===== src/rtl/alu_cmd_sequencer_if.sv =====
// Command and response channels between a requester and alu_cmd_sequencer.
// The requester drives the master side, and the sequencer implements the slave side.
interface alu_cmd_sequencer_if #(
  parameter int unsigned IN_WIDTH  = 8,
  parameter int unsigned TAG_WIDTH = 4
);
  logic                   cmd_valid;
  logic                   cmd_ready;
  logic [3:0]             cmd_opcode;
  logic [IN_WIDTH-1:0]    cmd_a;
  logic [IN_WIDTH-1:0]    cmd_b;
  logic [TAG_WIDTH-1:0]   cmd_tag;

  logic                   rsp_valid;
  logic                   rsp_ready;
  logic [2*IN_WIDTH-1:0]  rsp_result;
  logic [2:0]             rsp_flags;
  logic [TAG_WIDTH-1:0]   rsp_tag;
  logic                   rsp_error;

  modport master (
    output cmd_valid, cmd_opcode, cmd_a, cmd_b, cmd_tag, rsp_ready,
    input  cmd_ready, rsp_valid, rsp_result, rsp_flags, rsp_tag, rsp_error
  );

  modport slave (
    input  cmd_valid, cmd_opcode, cmd_a, cmd_b, cmd_tag, rsp_ready,
    output cmd_ready, rsp_valid, rsp_result, rsp_flags, rsp_tag, rsp_error
  );
endinterface


===== src/rtl/alu_cmd_sequencer.sv =====
// Sequences one command at a time onto a combinational ALU, waits a per-opcode
// settle window, and returns the captured result. Illegal opcodes and divide-by-zero are trapped locally.
module alu_cmd_sequencer #(
  parameter int unsigned IN_WIDTH      = 8,
  parameter int unsigned TAG_WIDTH     = 4,
  parameter int unsigned SETTLE_CYCLES = 1,
  parameter int unsigned MULDIV_SETTLE = 2
) (
  input  logic                  clk,
  input  logic                  rst_n,
  alu_cmd_sequencer_if.slave    bus,
  output logic [IN_WIDTH-1:0]   alu_a_o,
  output logic [IN_WIDTH-1:0]   alu_b_o,
  output logic [3:0]            alu_opcode_o,
  output logic                  alu_enable_o,
  input  logic [2*IN_WIDTH-1:0] alu_result_i,
  input  logic                  alu_greater_i,
  input  logic                  alu_equal_i,
  input  logic                  alu_less_i,
  output logic [15:0]           op_count_o
);

  localparam logic [3:0] OP_MUL = 4'b0111;
  localparam logic [3:0] OP_DIV = 4'b1000;
  localparam logic [3:0] OP_CMP = 4'b1001;

  localparam int unsigned MAX_SETTLE = (SETTLE_CYCLES > MULDIV_SETTLE) ? SETTLE_CYCLES : MULDIV_SETTLE;
  localparam int unsigned CNT_W      = (MAX_SETTLE > 1) ? $clog2(MAX_SETTLE) : 1;
  localparam logic [CNT_W-1:0] SETTLE_LOAD = CNT_W'(SETTLE_CYCLES - 1);
  localparam logic [CNT_W-1:0] MULDIV_LOAD = CNT_W'(MULDIV_SETTLE - 1);

  typedef enum logic [1:0] {IDLE, EXEC, RESP} state_e;

  state_e                 state_q, state_d;
  logic [CNT_W-1:0]       cnt_q, cnt_d;
  logic [IN_WIDTH-1:0]    alu_a_q, alu_a_d;
  logic [IN_WIDTH-1:0]    alu_b_q, alu_b_d;
  logic [3:0]             alu_op_q, alu_op_d;
  logic [TAG_WIDTH-1:0]   tag_q, tag_d;
  logic [2*IN_WIDTH-1:0]  rsp_result_q, rsp_result_d;
  logic [2:0]             rsp_flags_q, rsp_flags_d;
  logic [TAG_WIDTH-1:0]   rsp_tag_q, rsp_tag_d;
  logic                   rsp_error_q, rsp_error_d;
  logic [15:0]            op_count_q, op_count_d;

  logic cmd_err;
  logic cmd_muldiv;

  assign cmd_err    = (bus.cmd_opcode >= 4'b1010) ||
                      ((bus.cmd_opcode == OP_DIV) && (bus.cmd_b == '0));
  assign cmd_muldiv = (bus.cmd_opcode == OP_MUL) || (bus.cmd_opcode == OP_DIV);

  // The response fields are loaded only on entry to RESP, so they stay stable
  // through EXEC and backpressure. The tag is staged in tag_q until then.
  always_comb begin
    state_d      = state_q;
    cnt_d        = cnt_q;
    alu_a_d      = alu_a_q;
    alu_b_d      = alu_b_q;
    alu_op_d     = alu_op_q;
    tag_d        = tag_q;
    rsp_result_d = rsp_result_q;
    rsp_flags_d  = rsp_flags_q;
    rsp_tag_d    = rsp_tag_q;
    rsp_error_d  = rsp_error_q;
    op_count_d   = op_count_q;

    case (state_q)
      IDLE: begin
        if (bus.cmd_valid) begin
          tag_d = bus.cmd_tag;
          if (cmd_err) begin
            rsp_result_d = '0;
            rsp_flags_d  = '0;
            rsp_error_d  = 1'b1;
            rsp_tag_d    = bus.cmd_tag;
            state_d      = RESP;
          end else begin
            alu_a_d  = bus.cmd_a;
            alu_b_d  = bus.cmd_b;
            alu_op_d = bus.cmd_opcode;
            cnt_d    = cmd_muldiv ? MULDIV_LOAD : SETTLE_LOAD;
            state_d  = EXEC;
          end
        end
      end
      EXEC: begin
        if (cnt_q == '0) begin
          rsp_result_d = alu_result_i;
          rsp_flags_d  = (alu_op_q == OP_CMP) ? {alu_greater_i, alu_equal_i, alu_less_i} : 3'b000;
          rsp_error_d  = 1'b0;
          rsp_tag_d    = tag_q;
          state_d      = RESP;
        end else begin
          cnt_d = cnt_q - 1'b1;
        end
      end
      RESP: begin
        if (bus.rsp_ready) begin
          op_count_d = op_count_q + 16'd1;
          state_d    = IDLE;
        end
      end
      default: state_d = IDLE;
    endcase
  end

  always_ff @(posedge clk or negedge rst_n) begin
    if (!rst_n) begin
      state_q      <= IDLE;
      cnt_q        <= '0;
      alu_a_q      <= '0;
      alu_b_q      <= '0;
      alu_op_q     <= '0;
      tag_q        <= '0;
      rsp_result_q <= '0;
      rsp_flags_q  <= '0;
      rsp_tag_q    <= '0;
      rsp_error_q  <= 1'b0;
      op_count_q   <= '0;
    end else begin
      state_q      <= state_d;
      cnt_q        <= cnt_d;
      alu_a_q      <= alu_a_d;
      alu_b_q      <= alu_b_d;
      alu_op_q     <= alu_op_d;
      tag_q        <= tag_d;
      rsp_result_q <= rsp_result_d;
      rsp_flags_q  <= rsp_flags_d;
      rsp_tag_q    <= rsp_tag_d;
      rsp_error_q  <= rsp_error_d;
      op_count_q   <= op_count_d;
    end
  end

  assign bus.cmd_ready  = (state_q == IDLE);
  assign bus.rsp_valid  = (state_q == RESP);
  assign bus.rsp_result = rsp_result_q;
  assign bus.rsp_flags  = rsp_flags_q;
  assign bus.rsp_tag    = rsp_tag_q;
  assign bus.rsp_error  = rsp_error_q;

  assign alu_enable_o = (state_q == EXEC);
  assign alu_a_o      = alu_a_q;
  assign alu_b_o      = alu_b_q;
  assign alu_opcode_o = alu_op_q;
  assign op_count_o   = op_count_q;

endmodule


===== src/flat_wrapper.sv =====
// flat-port wrapper written by rule: the top's interface ports become plain ports
module alu_cmd_sequencer_flat 
#(
  parameter int unsigned IN_WIDTH      = 8,
  parameter int unsigned TAG_WIDTH     = 4,
  parameter int unsigned SETTLE_CYCLES = 1,
  parameter int unsigned MULDIV_SETTLE = 2
)
  (clk, rst_n, alu_a_o, alu_b_o, alu_opcode_o, alu_enable_o, alu_result_i, alu_greater_i, alu_equal_i, alu_less_i, op_count_o, bus_cmd_valid, bus_cmd_opcode, bus_cmd_a, bus_cmd_b, bus_cmd_tag, bus_rsp_ready, bus_cmd_ready, bus_rsp_valid, bus_rsp_result, bus_rsp_flags, bus_rsp_tag, bus_rsp_error);
  alu_cmd_sequencer_if #(.IN_WIDTH(IN_WIDTH), .TAG_WIDTH(TAG_WIDTH)) bus_i ();
  input  logic clk;
  input  logic rst_n;
  output logic [IN_WIDTH-1:0] alu_a_o;
  output logic [IN_WIDTH-1:0] alu_b_o;
  output logic [3:0] alu_opcode_o;
  output logic alu_enable_o;
  input  logic [2*IN_WIDTH-1:0] alu_result_i;
  input  logic alu_greater_i;
  input  logic alu_equal_i;
  input  logic alu_less_i;
  output logic [15:0] op_count_o;
  input wire logic [$bits(bus_i.cmd_valid)-1:0] bus_cmd_valid;
  input wire logic [$bits(bus_i.cmd_opcode)-1:0] bus_cmd_opcode;
  input wire logic [$bits(bus_i.cmd_a)-1:0] bus_cmd_a;
  input wire logic [$bits(bus_i.cmd_b)-1:0] bus_cmd_b;
  input wire logic [$bits(bus_i.cmd_tag)-1:0] bus_cmd_tag;
  input wire logic [$bits(bus_i.rsp_ready)-1:0] bus_rsp_ready;
  output wire logic [$bits(bus_i.cmd_ready)-1:0] bus_cmd_ready;
  output wire logic [$bits(bus_i.rsp_valid)-1:0] bus_rsp_valid;
  output wire logic [$bits(bus_i.rsp_result)-1:0] bus_rsp_result;
  output wire logic [$bits(bus_i.rsp_flags)-1:0] bus_rsp_flags;
  output wire logic [$bits(bus_i.rsp_tag)-1:0] bus_rsp_tag;
  output wire logic [$bits(bus_i.rsp_error)-1:0] bus_rsp_error;
  assign bus_i.cmd_valid = bus_cmd_valid;
  assign bus_i.cmd_opcode = bus_cmd_opcode;
  assign bus_i.cmd_a = bus_cmd_a;
  assign bus_i.cmd_b = bus_cmd_b;
  assign bus_i.cmd_tag = bus_cmd_tag;
  assign bus_i.rsp_ready = bus_rsp_ready;
  assign bus_cmd_ready = bus_i.cmd_ready;
  assign bus_rsp_valid = bus_i.rsp_valid;
  assign bus_rsp_result = bus_i.rsp_result;
  assign bus_rsp_flags = bus_i.rsp_flags;
  assign bus_rsp_tag = bus_i.rsp_tag;
  assign bus_rsp_error = bus_i.rsp_error;
  alu_cmd_sequencer #(.IN_WIDTH(IN_WIDTH), .TAG_WIDTH(TAG_WIDTH), .SETTLE_CYCLES(SETTLE_CYCLES), .MULDIV_SETTLE(MULDIV_SETTLE)) u_core (.clk(clk), .rst_n(rst_n), .bus(bus_i), .alu_a_o(alu_a_o), .alu_b_o(alu_b_o), .alu_opcode_o(alu_opcode_o), .alu_enable_o(alu_enable_o), .alu_result_i(alu_result_i), .alu_greater_i(alu_greater_i), .alu_equal_i(alu_equal_i), .alu_less_i(alu_less_i), .op_count_o(op_count_o));
endmodule

===== config.mk =====
export PLATFORM = sky130hd
export DESIGN_NAME = alu_cmd_sequencer_flat
export DESIGN_NICKNAME = d
export VERILOG_FILES = /design/src/rtl/alu_cmd_sequencer_if.sv /design/src/rtl/alu_cmd_sequencer.sv /design/src/flat_wrapper.sv
export SDC_FILE = /design/constraint.sdc
export NUM_CORES = 1
export LEC_CHECK = 0
export CORE_MARGIN = 4
export CORE_UTILIZATION = 45
export CTS_CLUSTER_DIAMETER = 60
export DETAILED_ROUTE_END_ITERATION = 8
export PLACE_DENSITY = 0.87
export SLEW_MARGIN = 40
export SYNTH_ARGS = -nofsm -noshare
export SYNTH_HDL_FRONTEND = slang
export SYNTH_SLANG_ARGS = --single-unit

===== constraint.sdc =====
create_clock -name clk -period 2.85 [get_ports clk]
set_input_delay 0.57 -clock clk [delete_from_list [all_inputs] [get_ports clk]]
set_output_delay 0.57 -clock clk [all_outputs]
set_load 0.005 [all_outputs]

-- Word-level counts from Yosys, hierarchy flattened
Index checks and enable logic that the tools add are counted.
- bits in registers: 67
- input bits: 47
- output and inout bits: 63
- logic and storage cells: 64
- add/subtract/negate cells: 2
- magnitude comparators: 1
- equality and inequality tests: 10
- muxes and demuxes: 27
- bitwise gates (word level): 1
- reduce and logical (&&, ||, !) cells: 12
- operator list (operator ; count):
    two-way mux 16 bit ; 3
    one-hot mux 16 bit (2 select lines) ; 1
    adder 16 x 1 -> 16 bit, second input constant ; 1
    two-way mux 3 bit ; 4
    two-way mux 4 bit ; 3
    AND reduction 3 bit ; 3
    equality test 4 bit, second input constant ; 2
    zero test 8 bit ; 1
    two-way mux 2 bit ; 4
    inequality test 2 bit, second input constant ; 4
    one-hot mux 4 bit (2 select lines) ; 1
    two-way mux 1 bit ; 7
    one-hot mux 2 bit (3 select lines) ; 1
    one-hot mux 3 bit (2 select lines) ; 1
    equality test 4 x 3 -> 1 bit, second input constant ; 1
    greater-or-equal comparator 4 bit, second input constant ; 1
    one-hot mux 1 bit (2 select lines) ; 2
    AND reduction 2 bit ; 2
    AND reduction 4 bit ; 1
    equality test 2 x 1 -> 1 bit, second input constant ; 1
    equality test 2 bit, second input constant ; 1
    zero test 2 bit ; 1
    logical OR 1 bit ; 2
    inequality test 2 x 1 -> 1 bit, second input constant ; 1
    other kinds (4) ; 4

-- Longest topological paths before layout
- depth in word-level cells: 6
- depth in mapped cells: 6
- gate-level depth less buffers: 5

-- Worst setup path after synthesis
OpenSTA, ideal clock, no wires.
- path kind: input to register
- from: input bus_cmd_b[5]
- to: register u_core.rsp_flags_q[0], in the netlist u_core.bus.rsp_flags[0]
- library setup time: 0.121 ns
- arrival time: 1.797 ns
- data required time: 2.729 ns
- slack: 0.932 ns
- stages: 6
- path buffers: 2
- path through: nor4_2 > a311oi_2 > a211o_1 > buf_6 > buf_6 > a22o_1
- longest elaborated chain between the ends: 5
- ends and longest elaborated chain (what ; RTL line ; source):
    start: declaration ; flat_wrapper.sv:25 ; input wire logic [$bits(bus_i.cmd_b)-1:0] bus_cmd_b;
    zero test 8 bit ; alu_cmd_sequencer.sv:50 ; ((bus.cmd_opcode == OP_DIV) && (bus.cmd_b == '0));
    logical AND 1 bit ; alu_cmd_sequencer.sv:50 ;
    logical OR 1 bit ; alu_cmd_sequencer.sv:49 ; assign cmd_err = (bus.cmd_opcode >= 4'b1010) ||
    inequality test 2 x 1 -> 1 bit (no source line) ; n/a ;
    AND reduction 4 bit (no source line) ; n/a ;
    end signal: assignment ; alu_cmd_sequencer.sv:129 ; rsp_flags_q <= rsp_flags_d;
    end: declaration ; alu_cmd_sequencer.sv:41 ; logic [2:0] rsp_flags_q, rsp_flags_d;
No other way between the ends.
A chain may end at the register's enable or synchronous reset.

-- Final worst setup path
- from: register u_core.state_q[1]
- to: output alu_enable_o
- longest elaborated chain between the ends: 1
- ends and longest elaborated chain (what ; RTL line ; source):
    start: declaration ; alu_cmd_sequencer.sv:34 ; state_e state_q, state_d;
    start signal: assignment ; alu_cmd_sequencer.sv:122 ; state_q <= state_d;
    equality test 2 x 1 -> 1 bit ; alu_cmd_sequencer.sv:143 ; assign alu_enable_o = (state_q == EXEC);
    end: declaration ; flat_wrapper.sv:16 ; output logic alu_enable_o;
No other way between the ends.

==> metrics.md <==
| Metric | Value |
|---|---|
| Status | `finished clean` |
| Die H | `86.3 um` |
| Slew of the pin with the lowest slew margin | `608 ps` |
| Synth unique cells | `31` |
| Residual DRC count | `0` |
| Tmin final | `2250 ps` |
| Pwr/cell area | `910 mW/mm2` |
| Flops & latches, synth | `67` |
| RSZ-0062 raised after global routing | `false` |
| Synthesized area | `0.00276 mm2` |
| Vias in the first global route | `2236` |
| Worst setup EP type | `output port` |
| Initial core utilization | `0.466` |
| PostCTS Resize Cnt | `0` |
| Final Hold Fails | `0` |
| Final WS setup | `602 ps` |
| Crit path max-delay cell type | `clkdlybuf4s50_1` |
| Setup violators final | `0` |
| Final period util | `0.789` |
| Storage element area | `0.00168 mm2` |
| Rows | `28` |
| Crit Path Category | `flip-flop to output port` |
| Core Util, Final | `0.690` |
| # H-tree levels | `3` |
| Peak supply drop | `585 uV` |
| Post-route antenna net violation count | `0` |
| Initial antenna violation count | `0` |
| Setup WS pre-CTS | `274 ps` |
| Crit path largest cell delay | `500 ps` |
| Fin. max-slew vios | `0` |
| Fmax | `445 MHz` |
| Final wirelength | `6530 um` |
| Number of synthesized flops with an enable pin | `0` |
| CTS Root Cell | `clkbuf_8` |
| First-iteration detailed-routing DRC count | `74` |
| Layout cell share with drive strength beyond 1 | `0.174` |
| Cts bufs inserted | `9` |
| Req. time, crit path | `2280 ps` |
| Cells after Synth | `199` |
| Area growth syn-to-layout | `48.1%` |
| CP max FO | `8` |
| Gpl congestion | `0.800` |
| Area of the multi-input gates | `990 um2` |
| Seq/Total Area, Yosys | `0.608` |
| Layout net count | `365` |
| Largest net degree at the start of global routing | `37` |
| Setup TNS Final | `0 ps` |
| Pleak | `1.77 nW` |
| Worst Path Arrival | `1680 ps` |
| FF-to-FF setup slack | `1070 ps` |
| Normalized max-slew margin | `0.591` |
| Synth async-reset ratio | `1.00` |
| Synth Flop Type | `dfrtp_1` |
| Clk Latency, worst-skew pair | `320 ps` |
| IO Port Bufs | `109` |
| FILL cells | `422` |
| Maxcap violations | `0` |
| Post-route cell area | `0.00409 mm2` |
| Synth top area share | `0.608` |
| Via density per instance | `5.21` |
| Syn_nets | `247` |
| Gr ovfl total | `0` |
| Clk_skew | `6.63 ps` |
| GRT Total Usage | `0.187` |
| Core ar. | `0.00592 mm2` |
| CP startpoint kind | `flip-flop` |
| Post-CTS Setup Bufs | `0` |
| Post-DP Area | `0.00393 mm2` |
| CP Cell Sequence | `nand2b_1 > inv_1 > clkdlybuf4s50_1` |
| First-pass GRT wire length | `10900 um` |
| Via Count | `2065` |
| YS warnings | `0` |
| CTS clock-pin slew for the worst setup and hold paths | `70 ps` |
| Dominant cells by area after synthesis | `dfrtp_1 (61%), mux2_2 (13%), a22o_1 (6.0%)` |
| Hpwl dp | `4890 um` |
| Count leader, synth | `dfrtp_1` |
| CTS Buffer Depth | `2` |
| Hold-fix buffers, CTS | `0` |
| Avg Inst Size Synth | `13.9 um2` |
| I/O Pins | `110` |
| Largest area contributor in the netlist | `dfrtp_1` |
| Post-synth top cells | `dfrtp_1 (67), mux2_2 (33), a22o_1 (19)` |
| CTS tree | `done` |
| Sink Count | `67` |
| Drt pass-1 iters | `4` |
| DR WL/cell | `16.5 um` |
| Number of diodes | `0` |
| Die ar. | `0.00745 mm2` |
| HP Class | `input pin to asynchronous set/reset pin` |
| Die width | `86.3 um` |
layer usage:
layer,up-vias,global-route usage,wire (um)
met1,1015,0.237,2760
met4,0,0.0595,72
met5,-,0,0
li1,950,-,-
met3,8,0.0694,600
met2,92,0.299,3100
final timing paths:
kind / startpoint / end / cells after the start
worst max-delay path: u_core.state_q[1] / alu_enable_o / 3
worst min-delay path: rst_n / u_core.bus.rsp_result[12] / 1
worst max register to register: u_core.state_q[0] / u_core.bus.rsp_flags[1] / 5
worst min register to register: u_core.op_count_o[15] / u_core.op_count_o[15] / 1
max in group asynchronous: rst_n / u_core.tag_q[3] / 2
min in group clk: u_core.op_count_o[15] / u_core.op_count_o[15] / 1
report_power, final:
group / total (W) / leakage [nW] / internal (W) / switching, W
combinational: 0.00149 / 0.836 / 0.00102 / 0.000471
clock: 0.000656 / 0.0860 / 0.000331 / 0.000325
sequential: 0.00158 / 0.843 / 0.00132 / 0.000252
total: 0.00372 / 1.77 / 0.00267 / 0.00105
critical path, delay by kind of cell, from the launching register on:
kind          cells  cell delay (ps)
buf+inv           2              600
flops             1              460
simple gates      1              300
flip-flops by register name (all words and copies together) (netlist names), 2 cells and up:
register	cells
u_core.alu_a_o	8
u_core.alu_b_o	8
u_core.alu_opcode_o	4
u_core.bus.rsp_flags	3
u_core.bus.rsp_result	16
u_core.bus.rsp_tag	4
u_core.op_count_o	16
u_core.state_q	2
u_core.tag_q	4
per-stage QoR:
step           hold slack [ps]  total power [W]  cells
6_report                  67.7          0.00372    396
3_5_place_dp               405          0.00310    381
4_1_cts                   54.8          0.00377    396
2_1_floorplan              274          0.00217    199
5_1_grt                   58.2          0.00398    396
3_3_place_gp               402          0.00304    381
final cells by class:
cell class,instances,area share
clock buffers,12,0.0355
inverters,6,0.00551
clock inverters,3,0.00367
multi-input cells,118,0.242
well taps,75,0.0230
flip-flops and latches,67,0.410
repair buffers,115,0.280
layout by cell type (no fill, tap or decap):
cell             instances
nand2b_1                 2
ha_1                     1
nand4b_1                 1
or4bb_1                  1
buf_12                   1
o21a_1                   2
and4_1                   2
nor2_1                   7
o211ai_1                 1
o2111ai_1                1
clkdlybuf4s50_1        108
o311ai_0                 1
or4b_2                   1
clkbuf_1                 2
nor4_2                   1
clkbuf_8                10
and3_1                   2
a22o_1                  19
nand3b_1                 1
inv_1                    6
xnor2_1                 11
nor3_1                   5
a311oi_2                 1
o21ai_0                  1
dfrtp_1                 67
nand2_1                  8
a211o_1                  2
xor2_1                   4
a21oi_1                  2
nand3_1                  3
clkinv_2                 3
mux2_2                  33
buf_2                    1
nand4_1                  5
buf_4                    5
cell families (layout without fill, tap and decap cells):
family                     after synthesis  count (layout)  synth area share
xor gates and xnor gates                15              15            0.0476
muxes                                   33              33             0.135
adders and majority gates                1               1           0.00453
AOI/OAI and AO/OA                       30              30            0.0921
and+or+nand+nor                         39              39            0.0798
DFF                                     67              67             0.608
buffers and inverters                   14             136            0.0336
Power figures use the tool's default switching activity.
